### src/rtl/t06_wall_pkg.sv
// Shared constants and FSM state type for the wall query scanner.
package t06_wall_pkg;
    localparam int         NUM_WALLS  = 25;
    localparam int         COORD_W    = 4;
    localparam logic [7:0] EMPTY_SLOT = 8'h00;
    localparam logic [4:0] NO_INDEX   = 5'h1F;

    typedef enum logic [1:0] {
        IDLE = 2'd0,
        SCAN = 2'd1,
        RESP = 2'd2
    } state_t;
endpackage

### src/rtl/t06_wall_slot_mux.sv
// Selects one 8-bit wall slot from the snapshot and tests it against the queried tile.
module t06_wall_slot_mux
    import t06_wall_pkg::*;
#(
    parameter int N_SLOTS = t06_wall_pkg::NUM_WALLS,
    parameter int CW      = t06_wall_pkg::COORD_W
) (
    input  logic [N_SLOTS*8-1:0] snapshot,
    input  logic [4:0]           idx,
    input  logic [CW-1:0]        qx,
    input  logic [CW-1:0]        qy,
    output logic                 match
);
    logic [7:0] slot;

    // An out-of-range index reads as an empty slot, so it can never match.
    always_comb begin
        slot = EMPTY_SLOT;
        for (int i = 0; i < N_SLOTS; i++) begin
            if (idx == i[4:0]) slot = snapshot[8*i +: 8];
        end
    end

    assign match = (slot == {qy, qx}) && (slot != EMPTY_SLOT);
endmodule

### src/rtl/t06_wall_query_scanner.sv
// Serial wall/border occupancy query: snapshot the wall set on accept, scan one slot per cycle.
module t06_wall_query_scanner
    import t06_wall_pkg::*;
#(
    parameter int NUM_WALLS = t06_wall_pkg::NUM_WALLS,
    parameter int COORD_W   = t06_wall_pkg::COORD_W
) (
    input  logic                   system_clk,
    input  logic                   nrst,
    input  logic                   req_valid,
    output logic                   req_ready,
    input  logic [COORD_W-1:0]     req_x,
    input  logic [COORD_W-1:0]     req_y,
    input  logic [NUM_WALLS*8-1:0] wall_locations,
    input  logic [COORD_W-1:0]     xmax,
    input  logic [COORD_W-1:0]     xmin,
    input  logic [COORD_W-1:0]     ymax,
    input  logic [COORD_W-1:0]     ymin,
    output logic                   resp_valid,
    input  logic                   resp_ready,
    output logic                   resp_wall,
    output logic                   resp_border,
    output logic [4:0]             resp_index,
    output logic [1:0]             dbg_state
);
    localparam logic [4:0] LAST_IDX = 5'(NUM_WALLS - 1);

    state_t                 state_q, state_d;
    logic [4:0]             idx_q, idx_d;
    logic [NUM_WALLS*8-1:0] snap_q, snap_d;
    logic [COORD_W-1:0]     qx_q, qx_d, qy_q, qy_d;
    logic                   wall_q, wall_d, border_q, border_d;
    logic [4:0]             index_q, index_d;
    logic                   slot_match;
    logic                   border_hit;

    t06_wall_slot_mux #(
        .N_SLOTS (NUM_WALLS),
        .CW      (COORD_W)
    ) u_slot_mux (
        .snapshot (snap_q),
        .idx      (idx_q),
        .qx       (qx_q),
        .qy       (qy_q),
        .match    (slot_match)
    );

    assign border_hit = (req_x >= xmax) || (req_y >= ymax) ||
                        (req_x <= xmin) || (req_y <= ymin);

    always_ff @(posedge system_clk or posedge nrst) begin
        if (nrst) begin
            state_q  <= IDLE;
            idx_q    <= '0;
            snap_q   <= '0;
            qx_q     <= '0;
            qy_q     <= '0;
            wall_q   <= 1'b0;
            border_q <= 1'b0;
            index_q  <= NO_INDEX;
        end else begin
            state_q  <= state_d;
            idx_q    <= idx_d;
            snap_q   <= snap_d;
            qx_q     <= qx_d;
            qy_q     <= qy_d;
            wall_q   <= wall_d;
            border_q <= border_d;
            index_q  <= index_d;
        end
    end

    // Handshakes: a transfer happens on a rising edge where valid && ready are both high;
    // a valid side holds its payload stable until that edge, ready never waits on valid.
    always_comb begin
        state_d  = state_q;
        idx_d    = idx_q;
        snap_d   = snap_q;
        qx_d     = qx_q;
        qy_d     = qy_q;
        wall_d   = wall_q;
        border_d = border_q;
        index_d  = index_q;
        unique case (state_q)
            IDLE: begin
                if (req_valid) begin
                    snap_d   = wall_locations;
                    qx_d     = req_x;
                    qy_d     = req_y;
                    wall_d   = 1'b0;
                    index_d  = NO_INDEX;
                    border_d = border_hit;
                    idx_d    = '0;
                    state_d  = border_hit ? RESP : SCAN;
                end
            end
            SCAN: begin
                if (slot_match) begin
                    wall_d  = 1'b1;
                    index_d = idx_q;
                    state_d = RESP;
                end else if (idx_q == LAST_IDX) begin
                    wall_d  = 1'b0;
                    index_d = NO_INDEX;
                    state_d = RESP;
                end else begin
                    idx_d = idx_q + 5'd1;
                end
            end
            RESP: begin
                if (resp_ready) state_d = IDLE;
            end
            default: state_d = IDLE;
        endcase
    end

    assign req_ready   = (state_q == IDLE);
    assign resp_valid  = (state_q == RESP);
    assign resp_wall   = wall_q;
    assign resp_border = border_q;
    assign resp_index  = index_q;
    assign dbg_state   = state_q;
endmodule
### config.mk
export PLATFORM = sky130hd
export DESIGN_NAME = t06_wall_query_scanner
export DESIGN_NICKNAME = d
export VERILOG_FILES = /design/src/rtl/t06_wall_pkg.sv /design/src/rtl/t06_wall_slot_mux.sv /design/src/rtl/t06_wall_query_scanner.sv
export SDC_FILE = /design/constraint.sdc
export NUM_CORES = 1
export LEC_CHECK = 0
export ABC_AREA = 1
export BUFFER_PORTS_ARGS = -buffer_cell sky130_fd_sc_hd__buf_2
export CAP_MARGIN = 15
export CORE_MARGIN = 5
export CORE_UTILIZATION = 50
export DETAILED_ROUTE_END_ITERATION = 16
export PLACE_DENSITY = 0.77
export RECOVER_POWER = 50
export SYNTH_ARGS = -nofsm -noshare
export SYNTH_HDL_FRONTEND = slang
export SYNTH_HIERARCHICAL = 1
export SYNTH_SLANG_ARGS = --single-unit
### constraint.sdc
create_clock -name system_clk -period 5.8 [get_ports system_clk]
set_input_delay 0.29 -clock system_clk [delete_from_list [all_inputs] [get_ports system_clk]]
set_output_delay 0.29 -clock system_clk [all_outputs]
set_load 0.01 [all_outputs]
==> impl_summary.md <==
Timing
The final hold violation count is 0. Setup total negative slack on the finished layout was measured at 0 ps. The slew at the pin with the worst max-slew slack is approximately 3600 ps. On the final layout, the worst hold slack is 10.5 ps.

Setup repair after global routing left no endpoint under its margin. The final clock skew is ~13 ps. Setup violations remaining at the end of the flow were counted as 0.

Headroom to the max-slew limit came out at -141%. The highest attainable clock frequency is 234 MHz. The final critical-path share of the clock period is around 74%. The smallest clock period supported by the final layout is computed as ~4300 ps. The number of pins with negative max-slew slack in the final report is 67.

Die
In this run the count of I/O pins placed on the die edge is 239. The vertical die dimension is 159 um. The core footprint is 0.0218 mm2. The die covers 0.0252 mm2. The starting density of the core is 50.6%. The floorplan has 54 rows. The chip width is 159 um.

Power
In this run the power density over the cells is 406 mW/mm2. Power comes to 5.99 mW. For this design the static power due to leakage is 8.08 nW. VDD sags by at most 0.000204 V.

Synth
The number of enable flip-flop cells after synthesis is 0. Among all flip-flop cells after synthesis, the most frequent one is dfrtp_1. Yosys printed 6 warnings.

Synthesis instantiated 32 different standard cells from the library. Synthesis inferred around 220 register bits. Sorting the synthesized cells by area gives the leading types as dfrtp_1, nand2_1, inv_1. nand2_1 is the most common cell in the netlist. The share of the synthesized area in the top cell type is 49.1%. The post-synth net total is ~1.8k. Synthesis produced a netlist whose cell count is about 1.5k. After synthesis the cells add up to 0.0111 mm2. Sorting the synthesized cells by how often they occur yields nand2_1, dfrtp_1, inv_1. Summing the sequential cell areas from Yosys gives 50.3% of the chip area.

Summed over all instances, the cell type with the most area after synthesis is dfrtp_1. The per-instance average area after synthesis is 7.30 um2. The fraction of synthesis flops using an asynchronous set or reset pin is 100%.

Place
Counting tap cells, the placed design contains a total of 1985 instances. The cell area after placement is 0.0124 mm2. The quantity of I/O buffers inserted on ports is 238.

The detailed placement HPWL is 22400 um. At the end of routability-driven placement, the weighted congestion stood at 0.904.

Routing
For this run, design rule violations remaining after detail routing come to 0. The overall routed net length is 34300 um. The count of nets left with antenna violations once routing finished came out at 0.

Dividing the detail-routed wire length by the instance count gives between 15 and 20 um. The number of optimization iterations in the first detailed-route pass is 7. For this block, the via count after detailed routing is 10.9k. The first routing iteration left 787 violations. The routed via count divided by cell count is 4.97.

Clock tree
At the later pin of the worst-skew pair, clock insertion delay measures 510 ps. The number of gates resized after CTS was 0. The CTS tree is done. The clock tree root buffer cell is clkbuf_16.

The maximum number of buffers from clock root to sink is 3. After clock tree synthesis, the clock-pin slew on the worst setup and hold paths is 60 ps. Post-CTS timing repair inserted 0 buffers for setup.

The quantity of hold-fixing buffers added after cts is 163. The clock buffer count from CTS is 24. The CTS H-tree depth is 1.

The clock net in this run drives a total of 222 sinks.

Layout
After filler insertion, the fill cell instance count of the layout stands at 1727. The area used by sequential logic in the layout is 0.00556 mm2. Excluding fillers, the count of instances in the completed layout stands at 2190.

The final layout net count is 2140. The area used by multi-input combinational logic is 0.00481 mm2. Compared with the post-synthesis result, the final layout area differs by 33.5%.

The area of all placed cells without fillers is 0.0148 mm2. Cells with a size suffix above 1 make up 16.8% of the layout.

Worst setup path
The largest fanout of any net on the critical path is 12. The library cell contributing the largest single delay on the critical path is nor2_1. Data arrives at the worst endpoint at 4690 ps. Data on the critical path is required at its endpoint by 6210 ps.

The critical path class is register to register. The critical path's largest stage delay is 600 ps. In this run the critical register-to-register path is launched from idx_q[2].

The most critical setup path has its startpoint at idx_q[2]. The number of buffers and inverters on the critical path is 0. The setup slack of the worst register-to-register path is 1520 ps. The nature of the critical path startpoint is a register. The critical path's top delay family is simple AND/OR/NAND/NOR gates.

The type of destination of the critical path is a register.

Global routing
The total overflow left after global routing is 0. Entering global routing, the biggest net connects around 160 pins. The total track usage is 26.7%. The number of antenna violations at the first check in global routing is 1. The number of global-route vias before repair is 10.8k.

The first global-routing pass estimated about 54000 um of wire.

Job
The number of max-cap violations is 1.

Run status
The flow ran to the end, but the final reports show violations. The final reports fail on max-capacitance violations, max-slew violations.

Min path
The startpoint of the most critical hold path is wall_locations[96]. The class of the most critical hold timing path is input pin to register.
-- per-layer routing --
layer  wire length (um)  vias up  global-route usage [%]
li1                   -     5380                       -
met1              14300     4981                    35.4
met2              16500      430                    45.2
met3               2180       96                    4.13
met4               1300        0                    8.98
met5                  0        -                       0
-- path summary, 6_finish.rpt --
| kind | to | cells after the start |
|---|---|---|
| setup / recovery | idx_q[3] | 25 |
| hold / removal | snap_q[96] | 3 |
| setup reg to reg | idx_q[3] | 25 |
| hold reg to reg | resp_index[1] | 2 |
| max in group asynchronous | snap_q[35] | 3 |
| min in group asynchronous | qx_q[1] | 3 |
-- power breakdown --
part	leakage, nW	switching [mW]	internal (mW)	total, mW
Clock	0.368	0.608	0.856	1.46
Combinational	4.97	1.05	0.644	1.70
Sequential	2.74	0.546	2.29	2.83
Total	8.08	2.21	3.79	5.99
-- worst reg2reg max path: cells and delay by family (launching register included) --
kind	cells	cell delay [ps]
and+or+nand+nor	23	3320
AOI/OAI and AO/OA	2	420
DFF	1	470
-- placed cells by master (no fill, tap or decap), drive strengths merged --
cell type    instances
or2                 28
o22ai                1
nor2                77
nand3b               3
nand2              866
o21bai               1
diode                1
dfrtp              217
bufinv               1
clkinv               5
xor2                 1
nand4               39
o21a                 1
inv                114
dfstp                5
nor3                 6
dlygate4sd3        163
a21oi               22
a21o                 1
buf                231
nand3               52
ha                  18
clkinvlp             2
o21ai               11
clkbuf              44
-- flip-flops by register name, summed over array words and instances, names as in the netlist --
register	cells
snap_q	200
idx_q	5
resp_index	5
qx_q	4
qy_q	4
dbg_state	2
resp_border	1
resp_wall	1
-- kinds of logic after synthesis --
logic type | after synthesis | synth area share [%]
and+or+nand+nor | 1071 | 39.5
xor gates and xnor gates | 1 | 0.0793
AOI/OAI and AO/OA | 37 | 1.79
DFF | 222 | 50.3
buffers and inverters | 164 | 6.24
adders and majority gates | 18 | 2.04
-- cell type report --
cell class                 instances  share of cell area, %
antenna                            1                 0.0170
sequential                       222                   37.7
tap                              280                   2.37
clock inverter                     8                  0.483
multi-input combinational       1127                   32.6
timing repair buffer             405                   19.3
inverter                         114                   2.96
clock buffer                      33                   4.58
-- through the flow --
stage                     util [%]  setup slack (ps)
after floorplan                  -              2620
after detailed placement      56.8              1600
after global placement        56.8              1740
final                         67.6              1520
after global routing          67.6              1020
after CTS                     67.7              1570
(Power assumes the default switching activity.)
